$ cat config.mk
export PLATFORM = sky130hd
export DESIGN_NAME = lw_sha_padder
export DESIGN_NICKNAME = d
export VERILOG_FILES = /design/src/rtl/lw_sha_pkg.sv /design/src/rtl/lw_sha_block_buf.sv /design/src/rtl/lw_sha_padder.sv
export SDC_FILE = /design/constraint.sdc
export NUM_CORES = 1
export LEC_CHECK = 0
export CORE_AREA = 2 2 214 216
export CTS_CLUSTER_DIAMETER = 60
export CTS_CLUSTER_SIZE = 16
export DETAILED_ROUTE_END_ITERATION = 8
export DIE_AREA = 0 0 216 218
export PLACE_DENSITY = 0.8
export SYNTH_ARGS = -nofsm -noshare
export SYNTH_HDL_FRONTEND = slang
export SYNTH_SLANG_ARGS = --single-unit
$ cat constraint.sdc
create_clock -name clk_i -period 5.4 [get_ports clk_i]
set_input_delay 1.08 -clock clk_i [delete_from_list [all_inputs] [get_ports clk_i]]
set_output_delay 1.08 -clock clk_i [all_outputs]
set_load 0.01 [all_outputs]
$ cat src/rtl/lw_sha_pkg.sv
// Shared constants, state type and length-field helper for the SHA message padder.
package lw_sha_pkg;

  localparam int         BLOCK_WORDS = 16;
  localparam logic [7:0] PAD_BYTE    = 8'h80;

  typedef enum logic [1:0] {
    PAD_IDLE,
    PAD_FILL,
    PAD_DRAIN,
    PAD_EXTRA
  } pad_state_t;

  // Length field word for block positions 14 (idx=0) and 15 (idx=1).
  // 32-bit framing splits the 64-bit length across both words.
  // 64-bit framing carries a 128-bit length whose upper half is always zero.
  function automatic logic [63:0] len_word(input logic idx, input logic [63:0] len,
                                           input int word_size);
    logic [63:0] res;
    res = '0;
    if (word_size == 32) begin
      res = idx ? {32'h0, len[31:0]} : {32'h0, len[63:32]};
    end else begin
      res = idx ? len : 64'h0;
    end
    return res;
  endfunction

endpackage

$ cat src/rtl/lw_sha_block_buf.sv
// One-block word buffer: indexed write, optional terminator word just after
// the written word, and zero fill of every word beyond the written one.
module lw_sha_block_buf
  import lw_sha_pkg::*;
#(
  parameter int WORD_SIZE = 32
) (
  input  logic                 clk,
  input  logic                 reset,
  input  logic                 wr_en,
  input  logic [3:0]           wr_idx,
  input  logic [WORD_SIZE-1:0] wr_data,
  input  logic                 term_en,
  input  logic                 zero_fill,
  input  logic [3:0]           rd_idx,
  output logic [WORD_SIZE-1:0] rd_data
);

  localparam logic [WORD_SIZE-1:0] PAD_WORD = {PAD_BYTE, {(WORD_SIZE-8){1'b0}}};

  logic [WORD_SIZE-1:0] mem [BLOCK_WORDS];

  // Written word wins, then the terminator slot, then zero fill of the tail.
  always_ff @(posedge clk) begin
    if (reset) begin
      for (int i = 0; i < BLOCK_WORDS; i++) mem[i] <= '0;
    end else begin
      for (int i = 0; i < BLOCK_WORDS; i++) begin
        if (wr_en && i == int'(wr_idx)) begin
          mem[i] <= wr_data;
        end else if (term_en && i == int'(wr_idx) + 1) begin
          mem[i] <= PAD_WORD;
        end else if (zero_fill && i > int'(wr_idx)) begin
          mem[i] <= '0;
        end
      end
    end
  end

  assign rd_data = mem[rd_idx];

endmodule

$ cat src/rtl/lw_sha_padder.sv
// SHA message padder: buffers one block of message words, appends the 0x80
// terminator, zero fill and bit length, and streams padded blocks to the core.
module lw_sha_padder
  import lw_sha_pkg::*;
#(
  parameter int WORD_SIZE = 32
) (
  input  logic                          clk_i,
  input  logic                          reset_i,
  input  logic                          abort_i,
  input  logic                          in_valid_i,
  output logic                          in_ready_o,
  input  logic [WORD_SIZE-1:0]          in_data_i,
  input  logic                          in_last_i,
  input  logic [$clog2(WORD_SIZE/8):0]  in_bytes_i,
  output logic                          start_o,
  output logic [WORD_SIZE-1:0]          data_o,
  output logic                          data_valid_o,
  output logic                          last_o,
  input  logic                          ready_i,
  output logic                          done_o
);

  localparam int NB = WORD_SIZE / 8;
  localparam logic [WORD_SIZE-1:0] PAD_WORD = {PAD_BYTE, {(WORD_SIZE-8){1'b0}}};

  pad_state_t  state_q, state_d;
  logic [3:0]  wr_idx_q, wr_idx_d;
  logic [3:0]  rd_idx_q, rd_idx_d;
  logic        final_q, final_d;
  logic        extra_q, extra_d;
  logic        extra_term_q, extra_term_d;
  logic        first_q, first_d;
  logic        done_d;
  logic [63:0] cnt_q, cnt_d;

  logic                 buf_wr_en, buf_term_en, buf_zero_fill;
  logic [WORD_SIZE-1:0] buf_wr_data, buf_rd_data;

  logic                 in_xfer, out_xfer, full_word;
  logic [4:0]           term_pos;
  logic [63:0]          add_bits;
  logic [WORD_SIZE-1:0] last_data;
  logic [63:0]          len_hi_full, len_lo_full;
  logic [WORD_SIZE-1:0] len_sel;

  lw_sha_block_buf #(.WORD_SIZE(WORD_SIZE)) u_buf (
    .clk       (clk_i),
    .reset     (reset_i),
    .wr_en     (buf_wr_en),
    .wr_idx    (wr_idx_q),
    .wr_data   (buf_wr_data),
    .term_en   (buf_term_en),
    .zero_fill (buf_zero_fill),
    .rd_idx    (rd_idx_q),
    .rd_data   (buf_rd_data)
  );

  assign in_xfer  = in_valid_i && in_ready_o;
  assign out_xfer = data_valid_o && ready_i;

  assign len_hi_full = len_word(1'b0, cnt_q, WORD_SIZE);
  assign len_lo_full = len_word(1'b1, cnt_q, WORD_SIZE);
  assign len_sel     = rd_idx_q[0] ? len_lo_full[WORD_SIZE-1:0] : len_hi_full[WORD_SIZE-1:0];

  // Final-word shaping: keep valid bytes, drop the terminator into the first
  // unused byte, clear the rest; also work out where the terminator lands.
  always_comb begin
    full_word = int'(in_bytes_i) >= NB;
    last_data = '0;
    for (int k = 0; k < NB; k++) begin
      if (full_word || k < int'(in_bytes_i)) begin
        last_data[WORD_SIZE-1-8*k -: 8] = in_data_i[WORD_SIZE-1-8*k -: 8];
      end else if (k == int'(in_bytes_i)) begin
        last_data[WORD_SIZE-1-8*k -: 8] = PAD_BYTE;
      end else begin
        last_data[WORD_SIZE-1-8*k -: 8] = 8'h00;
      end
    end
    term_pos = {1'b0, wr_idx_q} + (full_word ? 5'd1 : 5'd0);
    if (!in_last_i || full_word) add_bits = 64'(WORD_SIZE);
    else                         add_bits = 64'(in_bytes_i) << 3;
  end

  // State register and bookkeeping.
  always_ff @(posedge clk_i) begin
    if (reset_i) begin
      state_q      <= PAD_IDLE;
      wr_idx_q     <= '0;
      rd_idx_q     <= '0;
      final_q      <= 1'b0;
      extra_q      <= 1'b0;
      extra_term_q <= 1'b0;
      first_q      <= 1'b1;
      cnt_q        <= '0;
      done_o       <= 1'b0;
    end else begin
      state_q      <= state_d;
      wr_idx_q     <= wr_idx_d;
      rd_idx_q     <= rd_idx_d;
      final_q      <= final_d;
      extra_q      <= extra_d;
      extra_term_q <= extra_term_d;
      first_q      <= first_d;
      cnt_q        <= cnt_d;
      done_o       <= done_d;
    end
  end

  // Next-state logic and buffer write control; abort overrides everything.
  always_comb begin
    state_d       = state_q;
    wr_idx_d      = wr_idx_q;
    rd_idx_d      = rd_idx_q;
    final_d       = final_q;
    extra_d       = extra_q;
    extra_term_d  = extra_term_q;
    first_d       = first_q;
    cnt_d         = cnt_q;
    done_d        = 1'b0;
    buf_wr_en     = 1'b0;
    buf_term_en   = 1'b0;
    buf_zero_fill = 1'b0;
    buf_wr_data   = in_data_i;

    case (state_q)
      PAD_IDLE, PAD_FILL: begin
        if (in_xfer) begin
          buf_wr_en = 1'b1;
          cnt_d     = cnt_q + add_bits;
          if (in_last_i) begin
            buf_wr_data   = last_data;
            buf_zero_fill = 1'b1;
            buf_term_en   = full_word && (wr_idx_q != 4'd15);
            final_d       = term_pos <= 5'd13;
            extra_d       = term_pos >= 5'd14;
            extra_term_d  = term_pos == 5'd16;
            state_d       = PAD_DRAIN;
            wr_idx_d      = '0;
            rd_idx_d      = '0;
          end else if (wr_idx_q == 4'd15) begin
            final_d  = 1'b0;
            extra_d  = 1'b0;
            state_d  = PAD_DRAIN;
            wr_idx_d = '0;
            rd_idx_d = '0;
          end else begin
            wr_idx_d = wr_idx_q + 4'd1;
            state_d  = PAD_FILL;
          end
        end
      end
      PAD_DRAIN: begin
        if (out_xfer) begin
          if (rd_idx_q == 4'd0) first_d = 1'b0;
          if (rd_idx_q == 4'd15) begin
            rd_idx_d = '0;
            if (extra_q) begin
              state_d = PAD_EXTRA;
            end else if (final_q) begin
              state_d = PAD_IDLE;
              done_d  = 1'b1;
              cnt_d   = '0;
              first_d = 1'b1;
              final_d = 1'b0;
            end else begin
              state_d = PAD_FILL;
            end
          end else begin
            rd_idx_d = rd_idx_q + 4'd1;
          end
        end
      end
      PAD_EXTRA: begin
        if (out_xfer) begin
          if (rd_idx_q == 4'd15) begin
            rd_idx_d     = '0;
            state_d      = PAD_IDLE;
            done_d       = 1'b1;
            cnt_d        = '0;
            extra_d      = 1'b0;
            extra_term_d = 1'b0;
            first_d      = 1'b1;
          end else begin
            rd_idx_d = rd_idx_q + 4'd1;
          end
        end
      end
      default: state_d = PAD_IDLE;
    endcase

    if (abort_i) begin
      state_d       = PAD_IDLE;
      wr_idx_d      = '0;
      rd_idx_d      = '0;
      final_d       = 1'b0;
      extra_d       = 1'b0;
      extra_term_d  = 1'b0;
      first_d       = 1'b1;
      cnt_d         = '0;
      done_d        = 1'b0;
      buf_wr_en     = 1'b0;
      buf_term_en   = 1'b0;
      buf_zero_fill = 1'b0;
    end
  end

  // Output stream: buffered block words, length override, or generated extra block.
  always_comb begin
    in_ready_o   = (state_q == PAD_IDLE) || (state_q == PAD_FILL);
    data_valid_o = (state_q == PAD_DRAIN) || (state_q == PAD_EXTRA);
    data_o       = '0;
    start_o      = 1'b0;
    last_o       = 1'b0;
    case (state_q)
      PAD_DRAIN: begin
        data_o  = (final_q && rd_idx_q >= 4'd14) ? len_sel : buf_rd_data;
        last_o  = final_q;
        start_o = first_q && (rd_idx_q == 4'd0);
      end
      PAD_EXTRA: begin
        last_o = 1'b1;
        if (rd_idx_q == 4'd0 && extra_term_q) data_o = PAD_WORD;
        else if (rd_idx_q >= 4'd14)           data_o = len_sel;
      end
      default: ;
    endcase
  end

endmodule

==> impl_results.html <==
<table>
<tr><th>Metric</th><th>Value</th></tr>
<tr><th colspan="2">Outcome</th></tr>
<tr><td>Status</td><td>finished clean</td></tr>
<tr><th colspan="2">Route</th></tr>
<tr><td>DRC violation count after routing</td><td>0</td></tr>
<tr><td>Initial DRC count</td><td>2638</td></tr>
<tr><td>Number of antenna-violating nets in the routed design</td><td>0</td></tr>
<tr><td>First-pass detailed-route iteration total</td><td>6</td></tr>
<tr><td>Drt total wl</td><td>77600 um</td></tr>
<tr><td>DR WL/cell</td><td>27.6 um</td></tr>
<tr><td>Met3 routed wirelength</td><td>9280 um</td></tr>
<tr><td>Met1 WL</td><td>28000 um</td></tr>
<tr><td>Via density per instance</td><td>6.81</td></tr>
<tr><td>Via count of the routed design</td><td>19200</td></tr>
<tr><td>DR WL met2</td><td>36800 um</td></tr>
<tr><td>Top Metal Used</td><td>met4</td></tr>
<tr><th colspan="2">Synthesis</th></tr>
<tr><td>Count of yosys warnings during synthesis</td><td>0</td></tr>
<tr><td>Post-Synthesis Cell Area</td><td>27500 sq um</td></tr>
<tr><td>Share of synthesized area occupied by flip-flops and latches</td><td>0.616</td></tr>
<tr><td>Avg Synthesized Cell Area</td><td>12.6 sq um</td></tr>
<tr><td>Async S/R FF share, synth</td><td>0</td></tr>
<tr><td>Net count after synthesis</td><td>2247</td></tr>
<tr><td>Top cells by area, synth</td><td>edfxtp_1, mux4_2, nor2_1</td></tr>
<tr><td>Cell types with the highest counts after synthesis</td><td>nor2_1, edfxtp_1, clkbuf_1</td></tr>
<tr><td>Most used standard cell by instance count after synthesis</td><td>nor2_1</td></tr>
<tr><td>Fraction of post-synthesis cell area in the top cell type by area</td><td>0.558</td></tr>
<tr><td>Syn Inst Count</td><td>2189</td></tr>
<tr><td>Top_reg_cell synth</td><td>edfxtp_1</td></tr>
<tr><td>Yosys top cell by area</td><td>edfxtp_1</td></tr>
<tr><td>EDFF count, synth</td><td>512</td></tr>
<tr><td>Number of distinct library cell variants in the gate-level netlist after synthesis</td><td>65</td></tr>
<tr><td>Total of flip-flops plus latches after synthesis</td><td>592</td></tr>
<tr><th colspan="2">Floorplanning</th></tr>
<tr><td>Effective utilization at floorplan</td><td>0.613</td></tr>
<tr><td>Placement row count</td><td>78</td></tr>
<tr><td>I/O pins</td><td>78</td></tr>
<tr><td>Area enclosed by the die boundary</td><td>47100 sq um</td></tr>
<tr><td>Placeable Area</td><td>44900 sq um</td></tr>
<tr><td>Horizontal die dimension</td><td>216 um</td></tr>
<tr><td>Height of the die</td><td>218 um</td></tr>
<tr><th colspan="2">Placed design</th></tr>
<tr><td>Placer Congestion</td><td>0.950</td></tr>
<tr><td>Pre-CTS WS</td><td>0.966 ns</td></tr>
<tr><td>Number of placed instances, taps included</td><td>2741</td></tr>
<tr><td>Input/output buffers</td><td>77</td></tr>
<tr><td>Hpwl dp</td><td>47800 um</td></tr>
<tr><th colspan="2">GRT</th></tr>
<tr><td>GRT Resource Usage Total</td><td>0.331</td></tr>
<tr><td>Maximum number of pins on one net before global-route repair</td><td>41</td></tr>
<tr><td>Global-route congestion overflow total</td><td>0</td></tr>
<tr><td>Number of antenna violations at the first check in global routing</td><td>0</td></tr>
<tr><td>Wire length of the first global-routing pass</td><td>115000 um</td></tr>
<tr><td>Vias in the first global route</td><td>19000</td></tr>
<tr><th colspan="2">Critical path</th></tr>
<tr><td>Data required time of the worst path</td><td>4.32 ns</td></tr>
<tr><td>Arrival time at the worst endpoint</td><td>3.67 ns</td></tr>
<tr><td>Top fanout value on the critical path</td><td>31</td></tr>
<tr><td>Kind of critical path</td><td>flip-flop to output port</td></tr>
<tr><td>Critical Path Source Type</td><td>flip-flop</td></tr>
<tr><td>Worst setup EP type</td><td>output port</td></tr>
<tr><th colspan="2">Timing</th></tr>
<tr><td>Setup repair after global routing missed its margin</td><td>false</td></tr>
<tr><td>Achievable Freq</td><td>0.210 GHz</td></tr>
<tr><td>Final Hold Viols</td><td>0</td></tr>
<tr><td>Setup TNS Final</td><td>0 ns</td></tr>
<tr><td>Worst-margin pin slew</td><td>1.39 ns</td></tr>
<tr><td>Setup Skew</td><td>0.0190 ns</td></tr>
<tr><td>Max-Slew Margin vs Limit</td><td>0.0700</td></tr>
<tr><td>Fraction of the cycle the final worst path needs</td><td>0.880</td></tr>
<tr><td>Pins Over Slew Limit</td><td>0</td></tr>
<tr><td>Minimum clock period after layout</td><td>4.75 ns</td></tr>
<tr><td>Worst setup margin</td><td>0.647 ns</td></tr>
<tr><td>Final Setup Violations</td><td>0</td></tr>
<tr><th colspan="2">Power and ir drop</th></tr>
<tr><td>Power share of the sequential group</td><td>0.573</td></tr>
<tr><td>Fraction of power consumed by the clock network</td><td>0.359</td></tr>
<tr><td>Leakage power of the design</td><td>10.3 nW</td></tr>
<tr><td>Total power divided by cell area</td><td>303 nW/um^2</td></tr>
<tr><td>Switching part of the total</td><td>0.228</td></tr>
<tr><td>Internal Power</td><td>7.11 mW</td></tr>
<tr><td>Comb pwr share</td><td>0.068</td></tr>
<tr><td>Max IR drop VDD</td><td>290 uV</td></tr>
<tr><td>Switching power summed over all nets</td><td>2.10 mW</td></tr>
<tr><th colspan="2">Clocking</th></tr>
<tr><td>Post-CTS repair timing setup buffer count</td><td>0</td></tr>
<tr><td>Count of H-tree levels built during CTS</td><td>2</td></tr>
<tr><td>TritonCTS clock tree</td><td>yes</td></tr>
<tr><td>Clock sink count</td><td>592</td></tr>
<tr><td>Worst-skew pair later-pin latency</td><td>0.61 ns</td></tr>
<tr><td>Count of instances resized after the clock tree is built</td><td>0</td></tr>
<tr><td>CTS clock-pin slew for the worst setup and hold paths</td><td>0.07 ns</td></tr>
<tr><td>Clock buffer count from CTS</td><td>46</td></tr>
<tr><td>CTS Buffer Depth</td><td>3</td></tr>
<tr><td>Clock tree root buffer cell</td><td>clkbuf_16</td></tr>
<tr><td>Post-CTS Hold Buffers</td><td>0</td></tr>
<tr><th colspan="2">Final layout</th></tr>
<tr><td>Number of standard cells in the layout, taps in and fillers out</td><td>2813</td></tr>
<tr><td>Syn-to-layout area delta</td><td>10.2%</td></tr>
<tr><td>Layout cell share with drive strength beyond 1</td><td>0.125</td></tr>
<tr><td>Post-layout net count</td><td>2247</td></tr>
<tr><td>Final core utilization</td><td>0.676</td></tr>
<tr><td>Fill cell count</td><td>3115</td></tr>
<tr><td># diodes</td><td>0</td></tr>
<tr><th colspan="2">Min path</th></tr>
<tr><td>Type of the tightest min-delay check</td><td>flip-flop to flip-flop</td></tr>
<tr><th colspan="2">Flow run</th></tr>
<tr><td>Max capacitance violation total</td><td>0</td></tr>
</table>
-- critical path: stages, from the launching register on --
cell,delay (ns)
dfxtp_1,0.70
nor2b_1,0.44
o21ai_0,0.22
or2_1,0.25
buf_4,0.28
o21ai_0,0.51
clkdlybuf4s50_1,0.64
-- metrics by stage --
stage	area, sq um	hold WS [ns]	total power [mW]
after global routing	30400	0.481	9.40
after global placement	29000	0.430	5.94
after CTS	30300	0.450	9.20
final	30400	0.444	9.21
after floorplan	27500	0.415	5.71
after detailed placement	29000	0.438	5.98
-- placed cells by master (no fill, tap or decap), types with 11 or more instances in the layout --
master / netlist / routed
or4_1: 27 / 27
clkbuf_16: 0 / 47
ha_1: 16 / 16
or3_1: 19 / 18
a21oi_1: 67 / 67
and2_1: 15 / 15
mux4_2: 128 / 128
mux2i_1: 96 / 96
inv_1: 20 / 20
xnor2_1: 14 / 14
nand2_1: 101 / 99
dfxtp_1: 80 / 76
edfxtp_1: 512 / 512
o21ai_0: 72 / 67
nand4_1: 21 / 21
o31ai_1: 22 / 22
nand3_1: 43 / 39
and3_1: 11 / 11
nor2_1: 563 / 563
nor3_1: 12 / 12
o22a_1: 31 / 31
o211ai_1: 13 / 13
buf_4: 0 / 52
clkdlybuf4s50_1: 0 / 77
-- metal layers --
metal | vias up | global-route usage
met5 | - | 0
met4 | 0 | 0.139
met3 | 215 | 0.0812
met2 | 1353 | 0.541
met1 | 9502 | 0.430
li1 | 8086 | -
-- layout make-up --
| class | instances | area, sq um | share of cell area |
|---|---|---|---|
| sequential | 592 | 17000 | 0.560 |
| inverter | 20 | 75.1 | 0.00247 |
| tap | 600 | 751 | 0.0247 |
| timing repair buffer | 135 | 1280 | 0.0422 |
| multi-input combinational | 1394 | 9880 | 0.326 |
| clock buffer | 58 | 1230 | 0.0404 |
| clock inverter | 14 | 144 | 0.00474 |
-- flip-flops by register name, summed over array words and instances, names as in the netlist, named ones only --
name and count:
state_q 2, extra_term_q 1, first_q 1, wr_idx_q 4
cnt_q 61, final_q 1, extra_q 1, done_o 1
u_buf.mem 512, rd_idx_q 4
-- cell families after synthesis --
group / after synthesis / share of synthesized area
simple gates: 871 / 0.140
flops: 592 / 0.616
compound gates: 261 / 0.0604
mux: 225 / 0.140
buf+inv: 203 / 0.0290
xor+xnor: 20 / 0.00636
fa+ha+maj: 17 / 0.00800
-- final timing paths --
kind	start	cells past startpoint	slack (ns)	endpoint
setup / recovery	state_q[1]	6	0.65	data_o[15]
hold / removal	first_q	2	0.44	first_q
setup reg to reg	wr_idx_q[1]	6	1.30	u_buf.mem[9][4]
hold reg to reg	first_q	2	0.44	first_q
-- power by group through the flow --
| stage | clock, mW | sequential, mW | combinational, mW |
|---|---|---|---|
| 2_1_floorplan | 0 | 5.35 | 0.365 |
| 3_3_place_gp | 0 | 5.35 | 0.586 |
| 3_5_place_dp | 0 | 5.38 | 0.606 |
| 4_1_cts | 3.31 | 5.28 | 0.611 |
| 5_1_grt | 3.45 | 5.29 | 0.654 |
| 6_report | 3.31 | 5.28 | 0.622 |
(Power assumes the default switching activity.)
